<file path="config.mk">
export PLATFORM = sky130hd
export DESIGN_NAME = ysyx_23060332_lsu
export DESIGN_NICKNAME = d
export VERILOG_FILES = /design/src/rtl/ysyx_23060332_lsu_pkg.sv /design/src/rtl/ysyx_23060332_lsu_align.sv /design/src/rtl/ysyx_23060332_lsu.sv
export SDC_FILE = /design/constraint.sdc
export NUM_CORES = 1
export LEC_CHECK = 0
export ABC_AREA = 0
export BUFFER_PORTS_ARGS = -buffer_cell sky130_fd_sc_hd__buf_2
export CAP_MARGIN = 20
export CORE_AREA = 2 2 146 148
export CTS_CLUSTER_SIZE = 10
export DETAILED_ROUTE_END_ITERATION = 8
export DIE_AREA = 0 0 148 150
export PLACE_DENSITY = 0.49
export SLEW_MARGIN = 40
export SYNTH_ARGS = -nofsm -noshare
export SYNTH_HDL_FRONTEND = slang
export SYNTH_SLANG_ARGS = --single-unit
</file>
<file path="constraint.sdc">
create_clock -name clk -period 2.9 [get_ports clk]
set_clock_uncertainty 0.15 [all_clocks]
set_input_delay 0.87 -clock clk [delete_from_list [all_inputs] [get_ports clk]]
set_output_delay 0.87 -clock clk [all_outputs]
set_load 0.05 [all_outputs]
</file>
<file path="src/rtl/ysyx_23060332_lsu_pkg.sv">
// Shared definitions for the ysyx_23060332 load/store unit: func3 codes,
// FSM state encoding, timeout defaults and byte-lane shift helpers.
package ysyx_23060332_lsu_pkg;

  localparam logic [2:0] LSU_B  = 3'b000;
  localparam logic [2:0] LSU_H  = 3'b001;
  localparam logic [2:0] LSU_W  = 3'b010;
  localparam logic [2:0] LSU_BU = 3'b100;
  localparam logic [2:0] LSU_HU = 3'b101;

  localparam int LSU_TIMEOUT = 255;
  localparam int LSU_CNT_W   = 8;

  typedef enum logic [1:0] {
    ST_IDLE  = 2'b00,
    ST_ISSUE = 2'b01,
    ST_WAIT  = 2'b10,
    ST_RESP  = 2'b11
  } lsu_state_e;

  function automatic logic [31:0] lane_shift_left(input logic [31:0] d, input logic [1:0] off);
    return d << {off, 3'b000};
  endfunction

  function automatic logic [31:0] lane_shift_right(input logic [31:0] d, input logic [1:0] off);
    return d >> {off, 3'b000};
  endfunction

endpackage

</file>
<file path="src/rtl/ysyx_23060332_lsu_align.sv">
// Combinational byte-lane logic: store shift/strobes, load extraction with
// sign/zero extension, and legality/alignment checking of a request.
module ysyx_23060332_lsu_align
  import ysyx_23060332_lsu_pkg::*;
(
  input  logic        st_wen,
  input  logic [2:0]  st_func3,
  input  logic [1:0]  st_off,
  input  logic [31:0] st_wdata,
  output logic [31:0] st_data,
  output logic [7:0]  st_mask,
  output logic        err,
  input  logic [2:0]  ld_func3,
  input  logic [1:0]  ld_off,
  input  logic [31:0] ld_rdata,
  output logic [31:0] ld_data
);

  logic [3:0]  lane_s;
  logic [31:0] word_s;

  // Store side: move data into its byte lanes and build strobes.
  always_comb begin
    st_data = lane_shift_left(st_wdata, st_off);
    case (st_func3)
      LSU_B:   lane_s = 4'b0001 << st_off;
      LSU_H:   lane_s = 4'b0011 << st_off;
      LSU_W:   lane_s = 4'b1111;
      default: lane_s = 4'b0000;
    endcase
    st_mask = {4'b0000, lane_s};
  end

  // Legality: unsigned variants exist only for loads.
  always_comb begin
    case (st_func3)
      LSU_B:   err = 1'b0;
      LSU_H:   err = st_off[0];
      LSU_W:   err = (st_off != 2'b00);
      LSU_BU:  err = st_wen;
      LSU_HU:  err = st_wen | st_off[0];
      default: err = 1'b1;
    endcase
  end

  // Load side: right-align the addressed bytes and extend.
  always_comb begin
    word_s = lane_shift_right(ld_rdata, ld_off);
    case (ld_func3)
      LSU_B:   ld_data = {{24{word_s[7]}}, word_s[7:0]};
      LSU_BU:  ld_data = {24'h000000, word_s[7:0]};
      LSU_H:   ld_data = {{16{word_s[15]}}, word_s[15:0]};
      LSU_HU:  ld_data = {16'h0000, word_s[15:0]};
      LSU_W:   ld_data = word_s;
      default: ld_data = 32'h0000_0000;
    endcase
  end

endmodule

</file>
<file path="src/rtl/ysyx_23060332_lsu.sv">
// Multi-cycle load/store unit: one outstanding access, valid/ready memory
// port, registered outputs, and a timeout bounding ISSUE+WAIT.
module ysyx_23060332_lsu
  import ysyx_23060332_lsu_pkg::*;
#(
  parameter int TIMEOUT = LSU_TIMEOUT,
  parameter int CNT_W   = LSU_CNT_W
) (
  input  logic        clk,
  input  logic        rst_n,
  input  logic        req_valid,
  output logic        req_ready,
  input  logic        req_wen,
  input  logic [2:0]  req_func3,
  input  logic [31:0] req_addr,
  input  logic [31:0] req_wdata,
  input  logic [4:0]  req_rd,
  output logic        rsp_valid,
  output logic [4:0]  rsp_rd,
  output logic        rsp_wen,
  output logic [31:0] rsp_rdata,
  output logic        rsp_err,
  output logic        mem_valid,
  input  logic        mem_ready,
  output logic        mem_wen,
  output logic [31:0] mem_addr,
  output logic [31:0] mem_wdata,
  output logic [7:0]  mem_wmask,
  input  logic        mem_rvalid,
  input  logic [31:0] mem_rdata
);

  lsu_state_e state_r, state_next;
  logic [CNT_W-1:0] cnt_r, cnt_next;
  logic        wen_r;
  logic [2:0]  func3_r;
  logic [1:0]  off_r;
  logic [4:0]  rd_r;
  logic        accept_s, timeout_s, chk_err_s;
  logic [31:0] st_data_s, ld_data_s;
  logic [7:0]  st_mask_s;

  logic        req_ready_next, mem_valid_next, mem_wen_next;
  logic [31:0] mem_addr_next, mem_wdata_next;
  logic [7:0]  mem_wmask_next;
  logic        rsp_valid_next, rsp_wen_next, rsp_err_next;
  logic [4:0]  rsp_rd_next;
  logic [31:0] rsp_rdata_next;

  ysyx_23060332_lsu_align u_align (
    .st_wen   (req_wen),
    .st_func3 (req_func3),
    .st_off   (req_addr[1:0]),
    .st_wdata (req_wdata),
    .st_data  (st_data_s),
    .st_mask  (st_mask_s),
    .err      (chk_err_s),
    .ld_func3 (func3_r),
    .ld_off   (off_r),
    .ld_rdata (mem_rdata),
    .ld_data  (ld_data_s)
  );

  // Saturating compare: the counter may sit one past the limit after a late mem_ready.
  assign timeout_s = (cnt_r >= CNT_W'(TIMEOUT - 1));

  // Next-state and next-output logic; outputs default to zero outside their active state.
  always_comb begin
    state_next     = state_r;
    cnt_next       = cnt_r;
    accept_s       = 1'b0;
    req_ready_next = 1'b0;
    mem_valid_next = 1'b0;
    mem_wen_next   = 1'b0;
    mem_addr_next  = 32'h0000_0000;
    mem_wdata_next = 32'h0000_0000;
    mem_wmask_next = 8'h00;
    rsp_valid_next = 1'b0;
    rsp_rd_next    = 5'd0;
    rsp_wen_next   = 1'b0;
    rsp_rdata_next = 32'h0000_0000;
    rsp_err_next   = 1'b0;
    case (state_r)
      ST_IDLE: begin
        if (req_valid && req_ready) begin
          accept_s = 1'b1;
          if (chk_err_s) begin
            state_next     = ST_RESP;
            rsp_valid_next = 1'b1;
            rsp_rd_next    = req_rd;
            rsp_err_next   = 1'b1;
          end else begin
            state_next     = ST_ISSUE;
            cnt_next       = {CNT_W{1'b0}};
            mem_valid_next = 1'b1;
            mem_wen_next   = req_wen;
            mem_addr_next  = {req_addr[31:2], 2'b00};
            mem_wdata_next = req_wen ? st_data_s : 32'h0000_0000;
            mem_wmask_next = req_wen ? st_mask_s : 8'h00;
          end
        end else begin
          req_ready_next = 1'b1;
        end
      end
      ST_ISSUE: begin
        cnt_next = cnt_r + CNT_W'(1'b1);
        if (mem_ready) begin
          state_next = ST_WAIT;
        end else if (timeout_s) begin
          state_next     = ST_RESP;
          rsp_valid_next = 1'b1;
          rsp_rd_next    = rd_r;
          rsp_err_next   = 1'b1;
        end else begin
          mem_valid_next = 1'b1;
          mem_wen_next   = mem_wen;
          mem_addr_next  = mem_addr;
          mem_wdata_next = mem_wdata;
          mem_wmask_next = mem_wmask;
        end
      end
      ST_WAIT: begin
        cnt_next = cnt_r + CNT_W'(1'b1);
        if (mem_rvalid) begin
          state_next     = ST_RESP;
          rsp_valid_next = 1'b1;
          rsp_rd_next    = rd_r;
          rsp_wen_next   = ~wen_r;
          rsp_rdata_next = wen_r ? 32'h0000_0000 : ld_data_s;
        end else if (timeout_s) begin
          state_next     = ST_RESP;
          rsp_valid_next = 1'b1;
          rsp_rd_next    = rd_r;
          rsp_err_next   = 1'b1;
        end else begin
          state_next = ST_WAIT;
        end
      end
      ST_RESP: begin
        state_next     = ST_IDLE;
        req_ready_next = 1'b1;
      end
      default: begin
        state_next = ST_IDLE;
      end
    endcase
  end

  // State, counter and registered outputs.
  always_ff @(posedge clk or negedge rst_n) begin
    if (!rst_n) begin
      state_r   <= ST_IDLE;
      cnt_r     <= {CNT_W{1'b0}};
      req_ready <= 1'b0;
      mem_valid <= 1'b0;
      mem_wen   <= 1'b0;
      mem_addr  <= 32'h0000_0000;
      mem_wdata <= 32'h0000_0000;
      mem_wmask <= 8'h00;
      rsp_valid <= 1'b0;
      rsp_rd    <= 5'd0;
      rsp_wen   <= 1'b0;
      rsp_rdata <= 32'h0000_0000;
      rsp_err   <= 1'b0;
    end else begin
      state_r   <= state_next;
      cnt_r     <= cnt_next;
      req_ready <= req_ready_next;
      mem_valid <= mem_valid_next;
      mem_wen   <= mem_wen_next;
      mem_addr  <= mem_addr_next;
      mem_wdata <= mem_wdata_next;
      mem_wmask <= mem_wmask_next;
      rsp_valid <= rsp_valid_next;
      rsp_rd    <= rsp_rd_next;
      rsp_wen   <= rsp_wen_next;
      rsp_rdata <= rsp_rdata_next;
      rsp_err   <= rsp_err_next;
    end
  end

  // Request fields needed after acceptance (load extraction and response tagging).
  always_ff @(posedge clk or negedge rst_n) begin
    if (!rst_n) begin
      wen_r   <= 1'b0;
      func3_r <= 3'b000;
      off_r   <= 2'b00;
      rd_r    <= 5'd0;
    end else if (accept_s) begin
      wen_r   <= req_wen;
      func3_r <= req_func3;
      off_r   <= req_addr[1:0];
      rd_r    <= req_rd;
    end else begin
      wen_r   <= wen_r;
      func3_r <= func3_r;
      off_r   <= off_r;
      rd_r    <= rd_r;
    end
  end

endmodule
</file>
======== Yosys cells after proc, flatten, opt, wreduce, memory -nomap -nowiden ========
Index checks and enable logic that the tools add are counted.
storage, ports and cells
  input bits .............................. 110
  bits in registers ....................... 136
cells by class
  shifts and indexed selects .............. 4
  add/sub/neg operators ................... 1
  reductions and logical operators ........ 9
  muxes and demuxes ....................... 61
  equality and inequality tests ........... 14
  bitwise operators ....................... 2
  $lt $le $gt $ge ......................... 1
operators with widths
  operator               number
  $mux W32               10
  $pmux W32 S5           1
  $pmux W32 S2           2
  $mux W8                4
  $pmux W8 S2            2
  $shl A32 B5 Y32        1
  $shr A32 B5 Y32        1
  $mux W5                5
  $mux W1                21
  $pmux W5 S3            1
  $eq A3 B3 Y1 const B   4
  $mux W4                3
  $pmux W4 S3            1
  $add A8 B1 Y8 const B  1
  $ge A8 B8 Y1 const B   1
  $mux W2                4
  $pmux W2 S4            1
  $eq A3 B1 Y1 const B   2
  $eq A3 B2 Y1 const B   2
  $logic_not A3 Y1       2
  $pmux W1 S2            3
  $pmux W1 S3            2
  $pmux W1 S5            1
  $eq A2 B2 Y1 const B   2
  other kinds (13)       15

======== Logic depth before layout (Yosys ltp) ========
Gate-level depths: netlist of run 1.
  depth after elaboration ................. 6
  mapped depth ............................ 7
  gate-level depth less buffers ........... 6

======== Cells and area by module ========
Synthesis of run 1 repeated with hierarchy kept, for this count alone.
unflattened totals
  cells, all modules ...................... 633
  area total of the unflattened synthesis .. 6592.6 µm²
by module, submodules not included
  module                   seq. area each (µm²)  times used  area an instance (µm²)  cells each
  ysyx_23060332_lsu        3353.2                1           5117.4                  419
  ysyx_23060332_lsu_align  0.0                   1           1475.2                  214

======== Worst setup path after synthesis of run 1 ========
OpenSTA, ideal clock, no wires.
  kind .................................... input to register
  start point ............................. in req_func3[0]
  end point ............................... reg mem_wdata[0]
  path slack .............................. 0.552 ns
  setup time .............................. 0.065 ns
  stages .................................. 6
  data arrival time ....................... 2.133 ns
  cells stage by stage .................... buf_6 > or4_4 > a21oi_4 > and4b_1 > buf_6 > a22o_2
on the way
  longest elaborated chain between the ends .. 5
RTL lines
  item                                  line                           RTL
  start, declared                       ysyx_23060332_lsu.sv:14        input logic [2:0] req_func3,
  $eq A3 B3 Y1 (tied with other cells)  ysyx_23060332_lsu_align.sv:36  case (st_func3)
  $pmux W1 S5 *                         ysyx_23060332_lsu_align.sv:36
  $mux W32 *                            ysyx_23060332_lsu.sv:87        if (chk_err_s) begin
  $mux W32 *                            ysyx_23060332_lsu.sv:85        if (req_valid && req_ready) begin
  $pmux W32 S2 *                        ysyx_23060332_lsu.sv:83        case (state_r)
  end signal, assigned                  ysyx_23060332_lsu.sv:172       mem_wdata <= mem_wdata_next;
  end, declared                         ysyx_23060332_lsu.sv:27        output logic [31:0] mem_wdata,
Mark *: on every way between the ends. The rest lies on a longest branch, timed or not.
A chain may end at the register's enable or synchronous reset.

======== Worst setup path in the final report of run 1 ========
  start point ............................. reg state_r[1]
  end point ............................... reg mem_wdata[4]
on the way
  longest elaborated chain between the ends .. 2
RTL lines
  item                                              line                      RTL
  start, declared                                   ysyx_23060332_lsu.sv:33   lsu_state_e state_r, state_next;
  start signal, assigned                            ysyx_23060332_lsu.sv:166  state_r <= state_next;
  $eq A2 B1 Y1 or $logic_not A2 Y1 (tied branches)  ysyx_23060332_lsu.sv:83
  $pmux W32 S2 or $ne A3 B3 Y1 (tied branches)      -
Parallel ways exist; a longest one is shown, timed or not.

==> results of run 1 <==
kinds of logic after synthesis:
kind of cell | after synthesis | synth area share
AOI/OAI and AO/OA | 177 | 0.214
and+or+nand+nor | 143 | 0.114
DFF | 130 | 0.537
buffers and inverters | 52 | 0.0419
muxes | 46 | 0.0782
adders and majority gates | 7 | 0.0145
other | 1 | 0.000619
layout make-up:
cell class | instances | area [µm²]
flip-flops and latches | 130 | 3250
inverters | 8 | 30.0
fillers | 2077 | 12600
multi-input cells | 379 | 2590
clock buffers | 18 | 429
well taps | 275 | 344
clock inverters | 14 | 155
repair buffers | 235 | 1260
through the flow:
step	instances	total power (W)
final	1059	0.00654
after global routing	1059	0.00691
after CTS	1059	0.00661
after global placement	1027	0.00440
after detailed placement	1027	0.00443
after floorplan	561	0.00381
routing by layer:
| layer | GRT usage | vias to the layer above | wire (µm) |
|---|---|---|---|
| met5 | 0 | - | 0 |
| met4 | 0.0695 | 0 | 371 |
| met3 | 0.0402 | 24 | 1140 |
| met2 | 0.253 | 189 | 8490 |
| met1 | 0.227 | 2553 | 8500 |
| li1 | - | 2450 | - |
worst max-delay path: stages (launching register included):
cell     delay [ps]
dfrtp_1         440
inv_1           100
ha_1            440
nand3_2         340
a21oi_4         260
and4b_1         440
a22o_2          200
where the power goes:
part / switching, W / leakage, nW / internal, W / total (W)
clock network: 0.000858 / 0.270 / 0.00128 / 0.00213
logic: 0.00142 / 2.15 / 0.000670 / 0.00209
registers: 0.000255 / 1.77 / 0.00207 / 0.00232
layout by cell type, fill, tap and decap left out, drive strengths merged, types with 5 or more instances in the layout:
cell	Yosys	routed
dfrtp	130	130
ha	7	7
clkbuf	18	18
and2	7	7
a32o	5	5
a22o	57	57
nand2b	5	5
o21ai	32	32
mux2i	35	35
nand2	74	74
a211oi	16	16
inv	7	11
clkinvlp	0	5
conb	1	6
buf	26	235
nor2b	14	14
mux2	11	11
a21oi	41	41
nor2	22	22
state kept, by name, indices dropped and copies added, names as in the netlist:
signal	flops
mem_valid	1
req_ready	1
off_r	2
rd_r	5
wen_r	1
mem_wmask	4
rsp_rdata	32
cnt_r	8
mem_addr	30
state_r	2
func3_r	3
mem_wen	1
rsp_err	1
rsp_valid	1
rsp_wen	1
rsp_rd	5
mem_wdata	32
path summary, 6_finish.rpt:
check,to,slack (ps),cells past startpoint
max in group asynchronous,rsp_rdata[5],1750,2
setup reg to reg,mem_wdata[4],470,6
hold reg to reg,rsp_wen,310,1
hold / removal,mem_addr[10],250,1
setup / recovery,mem_wdata[4],470,6
min in group clk,rsp_wen,310,1
==> flow_summary_export.csv, run 1 <==
group,metric,value,unit
cts,htree_levels,4,
timing,fin_setup_tns,0,ps
cts,cts.reportedPaths.clkPinSlew,60,ps
worst_setup_path,worst-setup-path-type,"reg2reg",
route,wl,18500,µm
route,wl_per_cell,17.5,µm
place,dp_slack,224,ps
timing,rsz0062_at_grt,"false",
synth,yosys-top-cells-count,"dfrtp_1 (130), nand2_1 (74), a22o_1 (49)",
place,portBuffers,218,
die,core,0.0207,mm²
job,maxCapViolations,0,
cts,cts_resized,0,
grt,grt_pass1_wl,28700,µm
final_layout,postLayoutCoreUtil,0.390,
synth,yosysSeqAreaShare,0.537,
worst_setup_path,r2r_start,"state_r[1]",
final_layout,areaGrowthSynthToFinish,33.1,%
place,routabilityCongestion,0.819,
timing,setup_slack,470,ps
worst_setup_path,cp_max_fo,12,
synth,ys_async_sr_fraction,1.00,
cts,cts.sinks,130,
grt,grt_pass1_vias,5198,
power_and_ir_drop,peakVddDrop,277,µV
final_layout,final_area,0.00807,mm²
final_layout,nets,888,
timing,max_freq,411,MHz
worst_setup_path,cp-startpoint,"state_r[1]",
synth,syn_inst,556,
timing,fin_crit_sh,0.838,
cts,cts_tree,"built",
grt,antenna_found_initial,0,
worst_setup_path,critPathRequiredTime,3110,ps
timing,slew_violations,0,
final_layout,drive_above_1_share,0.378,
route,drt_iter0_drc,275,
timing,setup_viol,0,
power_and_ir_drop,power.density,811,mW/mm²
synth,ys.warnings.count,0,
route,drtAntennaViolNets,0,
cts,insertion_delay,420,ps
cts,ctsHoldBuffers,0,
route,via_per_inst,4.93,
die,io_pins,225,
timing,worstMarginPinSlew,773,ps
grt,overflow,0,
die,initial_core_util,0.293,
synth,ys_seq_elements,130,
synth,yosys.area.top_type,"dfrtp_1",
final_layout,n_antenna_cell,0,
run_status,status,"finished clean",
worst_setup_path,cp-end-kind,"register",
route,drc_errors,0,
synth,yosysTopAreaCellShare,0.537,
route,drt-pass1-iter-count,4,
grt,grt_max_degree,52,
power_and_ir_drop,p_leak,4.19,nW
cts,clock-root-buffer,"clkbuf_16",
synth,synth_cell_type_count,58,
synth,ys.flop_type,"dfrtp_1",
die,die_w,148,µm
synth,yosysMostFrequentCell,"dfrtp_1",
synth,syn_avg_cell_area,10.9,µm²
route,dr_total_vias,5216,
cts,ctsLongestPathBuffers,2,
timing,hold_viol,0,
worst_setup_path,cp.arrival,2640,ps
timing,min_period,2430,ps
synth,synth.cell_area,0.00606,mm²
cts,cts_inserted_buffers,17,
die,die-area,0.0222,mm²
worst_setup_path,start_kind,"register",
timing,relSlewSlack,0.480,
synth,synth_edf_count,0,
cts,post-cts-setup-buffer-count,0,
die,die_h,150,µm
timing,whs,249,ps
die,rows,53,
place,post_dp_cell_area,0.00748,mm²
grt,grt_usage,0.167,
place,dp_hpwl,13600,µm
min_path,hp-class,"in2async",
synth,synth_area_leaders,"dfrtp_1 (54%), a22o_1 (7.1%), mux2i_1 (5.8%)",
Note: power is estimated with default switching activity, not from simulation.
==> inputs of run 2 (changes only) <==
Settings changed: ABC_AREA 0 to 1, CORE_AREA 2 2 146 148 to 2 2 151 153, DIE_AREA 0 0 148 150 to 0 0 153 155, PLACE_DENSITY 0.49 to 0.51.
Clock period 2.9 ns to 2.23 ns, I/O delays scaled along.
==> flow_summary_export.csv, run 2 <==
group,metric,value,unit
cts,ctsHoldBuffers,0,
place,dp_hpwl,14900,µm
synth,yosys-top-cells-count,"nand2_1 (319), dfrtp_1 (130), nand3_1 (58)",
power_and_ir_drop,power.density,1000,mW/mm²
grt,grt_pass1_wl,32500,µm
min_path,hp-class,"in2async",
worst_setup_path,cp_num_buf_inv,2,
route,wl_per_cell,15.0,µm
synth,synth_area_leaders,"dfrtp_1 (50%), nand2_1 (18%), nand3_1 (4.5%)",
worst_setup_path,critPathRequiredTime,2420,ps
cts,htree_levels,4,
timing,fin_setup_tns,0,ps
worst_setup_path,start_kind,"register",
place,post_dp_cell_area,0.00795,mm²
synth,synth_top_family_by_area,"simple AND/OR/NAND/NOR gates",
grt,grt_usage,0.172,
synth,ys_async_sr_fraction,1.00,
worst_setup_path,worst-path-stages,9,
timing,rsz0062_at_grt,"false",
final_layout,drive_above_1_share,0.279,
synth,synth.cell_area,0.00651,mm²
grt,grt_max_degree,68,
cts,clock-root-buffer,"clkbuf_16",
job,maxCapViolations,0,
route,drtAntennaViolNets,0,
final_layout,areaGrowthSynthToFinish,31.0,%
route,dr_total_vias,6156,
die,die_h,155,µm
synth,synth-simple-area-share,0.288,
worst_setup_path,reg2reg_slack,270,ps
worst_setup_path,worstPathCellList,"inv_1 -> ha_1 -> nor2_1 -> nor2_1 -> nand2_1 -> nand2_2 -> buf_4 -> nand2_1 -> o21ai_0",
route,drt-pass1-iter-count,5,
synth,synthMuxAreaShare,0.00307,
final_layout,postLayoutCoreUtil,0.384,
timing,relSlewSlack,0.628,
cts,cts.reportedPaths.clkPinSlew,70,ps
timing,hold_viol,0,
power_and_ir_drop,peakVddDrop,437,µV
route,via_per_inst,4.56,
synth,ys.warnings.count,0,
route,drt_iter0_drc,406,
final_layout,nets,1167,
worst_setup_path,worst-setup-path-type,"reg2reg",
cts,cts_tree,"built",
final_layout,fill_cells,2427,
synth,yosysSeqAreaShare,0.500,
place,routabilityCongestion,0.884,
worst_setup_path,cp-endpoint,"mem_addr[2]",
die,rows,55,
synth,syn_inst,838,
worst_setup_path,r2r_cells,9,
route,wl,20300,µm
die,core,0.0222,mm²
die,die-area,0.0237,mm²
synth,synthXorXnorAreaFrac,0.00269,
power_and_ir_drop,p_leak,4.90,nW
power_and_ir_drop,comb_power_share,0.353,
power_and_ir_drop,power_frac_clock,0.321,
grt,antenna_found_initial,1,
worst_setup_path,cp-end-kind,"register",
worst_setup_path,critical-path-top-delay-family,"simple AND/OR/NAND/NOR gates",
worst_setup_path,cp-startpoint,"cnt_r[0]",
synth,synth_fa_ha_area_frac,0.0134,
worst_setup_path,max_stage_delay,420,ps
power_and_ir_drop,internal_power,0.00502,W
synth,yosysMostFrequentCell,"nand2_1",
synth,syn_avg_cell_area,7.77,µm²
worst_setup_path,r2r_start,"cnt_r[0]",
worst_setup_path,r2r-end,"mem_addr[2]",
power_and_ir_drop,switching_share,0.412,
timing,fin_crit_sh,0.881,
die,die_w,153,µm
timing,whs,4.55,ps
timing,worstMarginPinSlew,557,ps
die,initial_core_util,0.293,
worst_setup_path,cp_max_fo,26,
final_layout,biggestRegsByFlops,"mem_wdata: 32 flops, rsp_rdata: 32 flops, mem_addr: 30 flops",
final_layout,layout_commonest_cell,"nand2_1",
power_and_ir_drop,switchingPower,0.00352,W
cts,ctsLongestPathBuffers,2,
grt,grt_pass1_vias,5895,
worst_setup_path,cp_slowest_cell,"dfrtp_1",
timing,slew_violations,0,
synth,synth_edf_count,0,
synth,yosysTopAreaCellShare,0.500,
die,io_pins,225,
synth,ys.flop_type,"dfrtp_1",
synth,synth_compound_area_frac,0.114,
power_and_ir_drop,power_frac_seq,0.326,
timing,setup_viol,0,
cts,cts.sinks,130,
timing,max_freq,509,MHz
synth,synth_cell_type_count,37,
route,drc_errors,0,
cts,insertion_delay,420,ps
grt,overflow,0,
synth,ys_seq_elements,130,
final_layout,final_area,0.00853,mm²
place,portBuffers,218,
cts,cts_inserted_buffers,17,
synth,yosys.area.top_type,"dfrtp_1",
final_layout,final_cell_mix,"nand2_1 (319), buf_2 (217), dfrtp_1 (130)",
run_status,status,"finished clean",
worst_setup_path,cp.arrival,2160,ps
timing,min_period,1960,ps
==> run 2: cell count changes after synthesis, sizes merged, moves of 33 or more <==
cell   change
a22o      -57
inv       +50
mux2i     -33
nand2    +252
nand3     +56
o21ai     +43
==> run 2: through the flow <==
step	setup WS, ps	total power (W)	cells
final	265	0.00853	1349
after global placement	154	0.00583	1316
after detailed placement	120	0.00582	1316
after floorplan	366	0.00504	843
after CTS	207	0.00861	1348
after global routing	75.8	0.00911	1349
==> run 2: worst min-delay path by stage <==
stage                                to  slack [ps]  cells after the start
after CTS                 mem_wdata[20]          10                      1
after floorplan                cnt_r[0]         220                      0
after detailed placement        rsp_wen         300                      1
after global placement          rd_r[0]         310                      2
final                     mem_wdata[21]           5                      1
after global routing      mem_wdata[20]          10                      1
==> run 2: layout make-up <==
| class | instances | area, µm² | share of cell area |
|---|---|---|---|
| multi-input combinational | 602 | 2770 | 0.325 |
| tap | 285 | 357 | 0.0418 |
| timing repair buffer | 241 | 1360 | 0.159 |
| clock buffer | 18 | 429 | 0.0503 |
| sequential | 130 | 3250 | 0.381 |
| antenna | 1 | 2.50 | 0.000293 |
| clock inverter | 14 | 144 | 0.0169 |
| inverter | 58 | 218 | 0.0255 |
==> run 2: layer usage <==
| metal | vias up | track usage | share of wire |
|---|---|---|---|
| met3 | 27 | 0.0376 | 0.049 |
| met1 | 2832 | 0.244 | 0.48 |
| met4 | 0 | 0.0604 | 0.021 |
| met2 | 181 | 0.260 | 0.45 |
| met5 | - | 0 | 0 |
| li1 | 3116 | - | - |
==> run 2: kinds of logic (layout without fill, tap and decap cells) <==
group	count (synthesis)	count (layout)
muxes	2	2
xor gates and xnor gates	2	2
buffers and inverters	111	331
adders and majority gates	7	7
and+or+nand+nor	445	445
other	1	7
DFF	130	130
AOI/OAI and AO/OA	140	140
==> run 2: what timing repair did <==
action / in CTS / in global routing
endpoints found under the setup margin: 0 / 1
buffers inserted: 0 / 0
resized for setup: 0 / 1
==> run 2: worst register-to-register path: cells and delay by family, from the launching register on <==
kind	cells	cell delay (ps)
simple gates	5	580
compound gates	1	180
flops	1	420
buf+inv	2	420
fa+ha+maj	1	140
==> run 2: power groups by stage <==
stage,registers (W),logic (W),clock network (W)
2_1_floorplan,0.00327,0.00177,0
3_3_place_gp,0.00282,0.00301,0
3_5_place_dp,0.00283,0.00299,0
4_1_cts,0.00278,0.00300,0.00282
5_1_grt,0.00282,0.00335,0.00294
6_report,0.00278,0.00301,0.00274
==> inputs of run 3 (changes only) <==
Settings changed: CORE_AREA 2 2 151 153 to 2 2 140 142, DIE_AREA 0 0 153 155 to 0 0 142 144, PLACE_DENSITY 0.51 to unset, SLEW_MARGIN 40 to 10.
==> flow_summary_export.csv, run 3 (same netlist as run 2, synthesis figures left out) <==
group,metric,value,unit
route,wl_per_cell,14.8,µm
die,io_pins,225,
power_and_ir_drop,p_leak,4.94,nW
route,drtAntennaViolNets,0,
cts,cts_tree,"built",
route,drt-pass1-iter-count,5,
cts,post-cts-setup-buffer-count,0,
timing,worstMarginPinSlew,519,ps
final_layout,nets,1173,
final_layout,drive_above_1_share,0.283,
final_layout,fill_cells,1901,
worst_setup_path,cp_slowest_cell,"dfrtp_1",
cts,ctsLongestPathBuffers,2,
final_layout,areaGrowthSynthToFinish,31.0,%
place,routabilityCongestion,0.918,
final_layout,instances_no_fill,1307,
power_and_ir_drop,comb_power_share,0.343,
place,dp_hpwl,14600,µm
route,via_per_inst,4.70,
place,portBuffers,218,
power_and_ir_drop,power_frac_clock,0.336,
worst_setup_path,max_stage_delay,410,ps
route,dr_total_vias,6141,
timing,min_period,2000,ps
die,die-area,0.0204,mm²
worst_setup_path,cp_max_fo,13,
cts,htree_levels,4,
timing,setup_viol,0,
worst_setup_path,critPathRequiredTime,2420,ps
die,core,0.0191,mm²
die,initial_core_util,0.341,
worst_setup_path,cp-end-kind,"register",
worst_setup_path,start_kind,"register",
cts,insertion_delay,410,ps
cts,cts.sinks,130,
worst_setup_path,crit_top_cell,"inv_1",
die,die_w,142,µm
power_and_ir_drop,switchingPower,0.00341,W
grt,grt_max_degree,38,
worst_setup_path,worst-path-stages,9,
final_layout,biggestRegsByFlops,"mem_wdata: 32 flops, rsp_rdata: 32 flops, mem_addr: 30 flops",
min_path,hp-class,"in2async",
cts,cts.reportedPaths.clkPinSlew,60,ps
route,drt_iter0_drc,387,
worst_setup_path,r2r_cells,9,
place,place_inst,1275,
power_and_ir_drop,power_frac_seq,0.321,
worst_setup_path,worst-setup-path-type,"reg2reg",
grt,antenna_found_initial,0,
grt,grt_usage,0.191,
timing,rsz0062_at_grt,"false",
cts,ctsHoldBuffers,0,
final_layout,n_antenna_cell,0,
power_and_ir_drop,internal_power,0.00526,W
power_and_ir_drop,peakVddDrop,569,µV
timing,relSlewSlack,0.653,
worst_setup_path,critical-path-top-delay-family,"buffers and inverters",
job,maxCapViolations,0,
route,drc_errors,0,
cts,cts_resized,0,
grt,grt_pass1_wl,30400,µm
cts,clock-root-buffer,"clkbuf_16",
run_status,status,"finished clean",
final_layout,layout_commonest_cell,"nand2_1",
grt,grt_pass1_vias,5772,
timing,max_freq,500,MHz
final_layout,final_cell_mix,"nand2_1 (319), buf_2 (217), dfrtp_1 (130)",
timing,hold_viol,0,
timing,slew_violations,0,
die,die_h,144,µm
worst_setup_path,worstPathCellList,"inv_1 -> ha_1 -> inv_1 -> nor2_1 -> nand2_2 -> inv_2 -> buf_4 -> nand2_1 -> o21ai_1",
power_and_ir_drop,power.density,1020,mW/mm²
route,wl,19300,µm
cts,cts_inserted_buffers,17,
timing,fin_crit_sh,0.897,
grt,overflow,0,
power_and_ir_drop,switching_share,0.394,
worst_setup_path,cp.arrival,2190,ps
worst_setup_path,cp_num_buf_inv,4,
die,rows,51,
timing,fin_setup_tns,0,ps
## run 3: final cells by class
cell class | count | area [µm²] | area share
clock buffer | 19 | 443 | 0.0519
clock inverter | 13 | 174 | 0.0204
inverter | 58 | 218 | 0.0255
multi-input combinational | 602 | 2770 | 0.324
sequential | 130 | 3250 | 0.381
tap | 238 | 298 | 0.0349
timing repair buffer | 247 | 1380 | 0.162
## run 3: per-stage QoR
step           cell area, µm²  setup slack (ps)  hold WS [ps]  total power (W)   util
6_report                 8530               229          7.27          0.00867  0.447
3_5_place_dp             7910              47.0           310          0.00579  0.415
3_3_place_gp             7910               120           304          0.00579  0.415
4_1_cts                  8530               217          14.7          0.00872  0.447
2_1_floorplan            6530               366           223          0.00504      -
5_1_grt                  8530              27.3          19.7          0.00921  0.447
## run 3: path summary, 6_finish.rpt
check                             start       endpoint  slack (ps)
min in group clk           mem_wdata[6]   mem_wdata[6]         320
setup reg to reg             state_r[1]   mem_addr[29]         230
setup / recovery             state_r[1]   mem_addr[29]         230
max in group asynchronous         rst_n   mem_addr[23]        1400
hold reg to reg            mem_wdata[6]   mem_wdata[6]         320
hold / removal                    rst_n  mem_wdata[20]           7
## run 3: worst reg2reg max path, cell delays in order (launching register included)
cell	delay, ps
dfrtp_1	410
inv_1	130
ha_1	160
inv_1	40
nor2_1	190
nand2_2	160
inv_2	280
buf_4	270
nand2_1	70
o21ai_1	80
## run 3: metal layers
layer	share of wire	vias to the layer above	track usage
li1	-	3123	-
met1	0.45	2804	0.258
met2	0.47	183	0.296
met3	0.051	31	0.0404
met4	0.031	0	0.0842
met5	0	-	0
## run 3: power by group through the flow
stage                     Sequential (W)  Clock, W  Combinational [W]
after floorplan                  0.00327         0            0.00177
after global placement           0.00282         0            0.00297
after detailed placement         0.00283         0            0.00296
after CTS                        0.00278   0.00296            0.00297
after global routing             0.00282   0.00308            0.00331
final                            0.00278   0.00291            0.00297
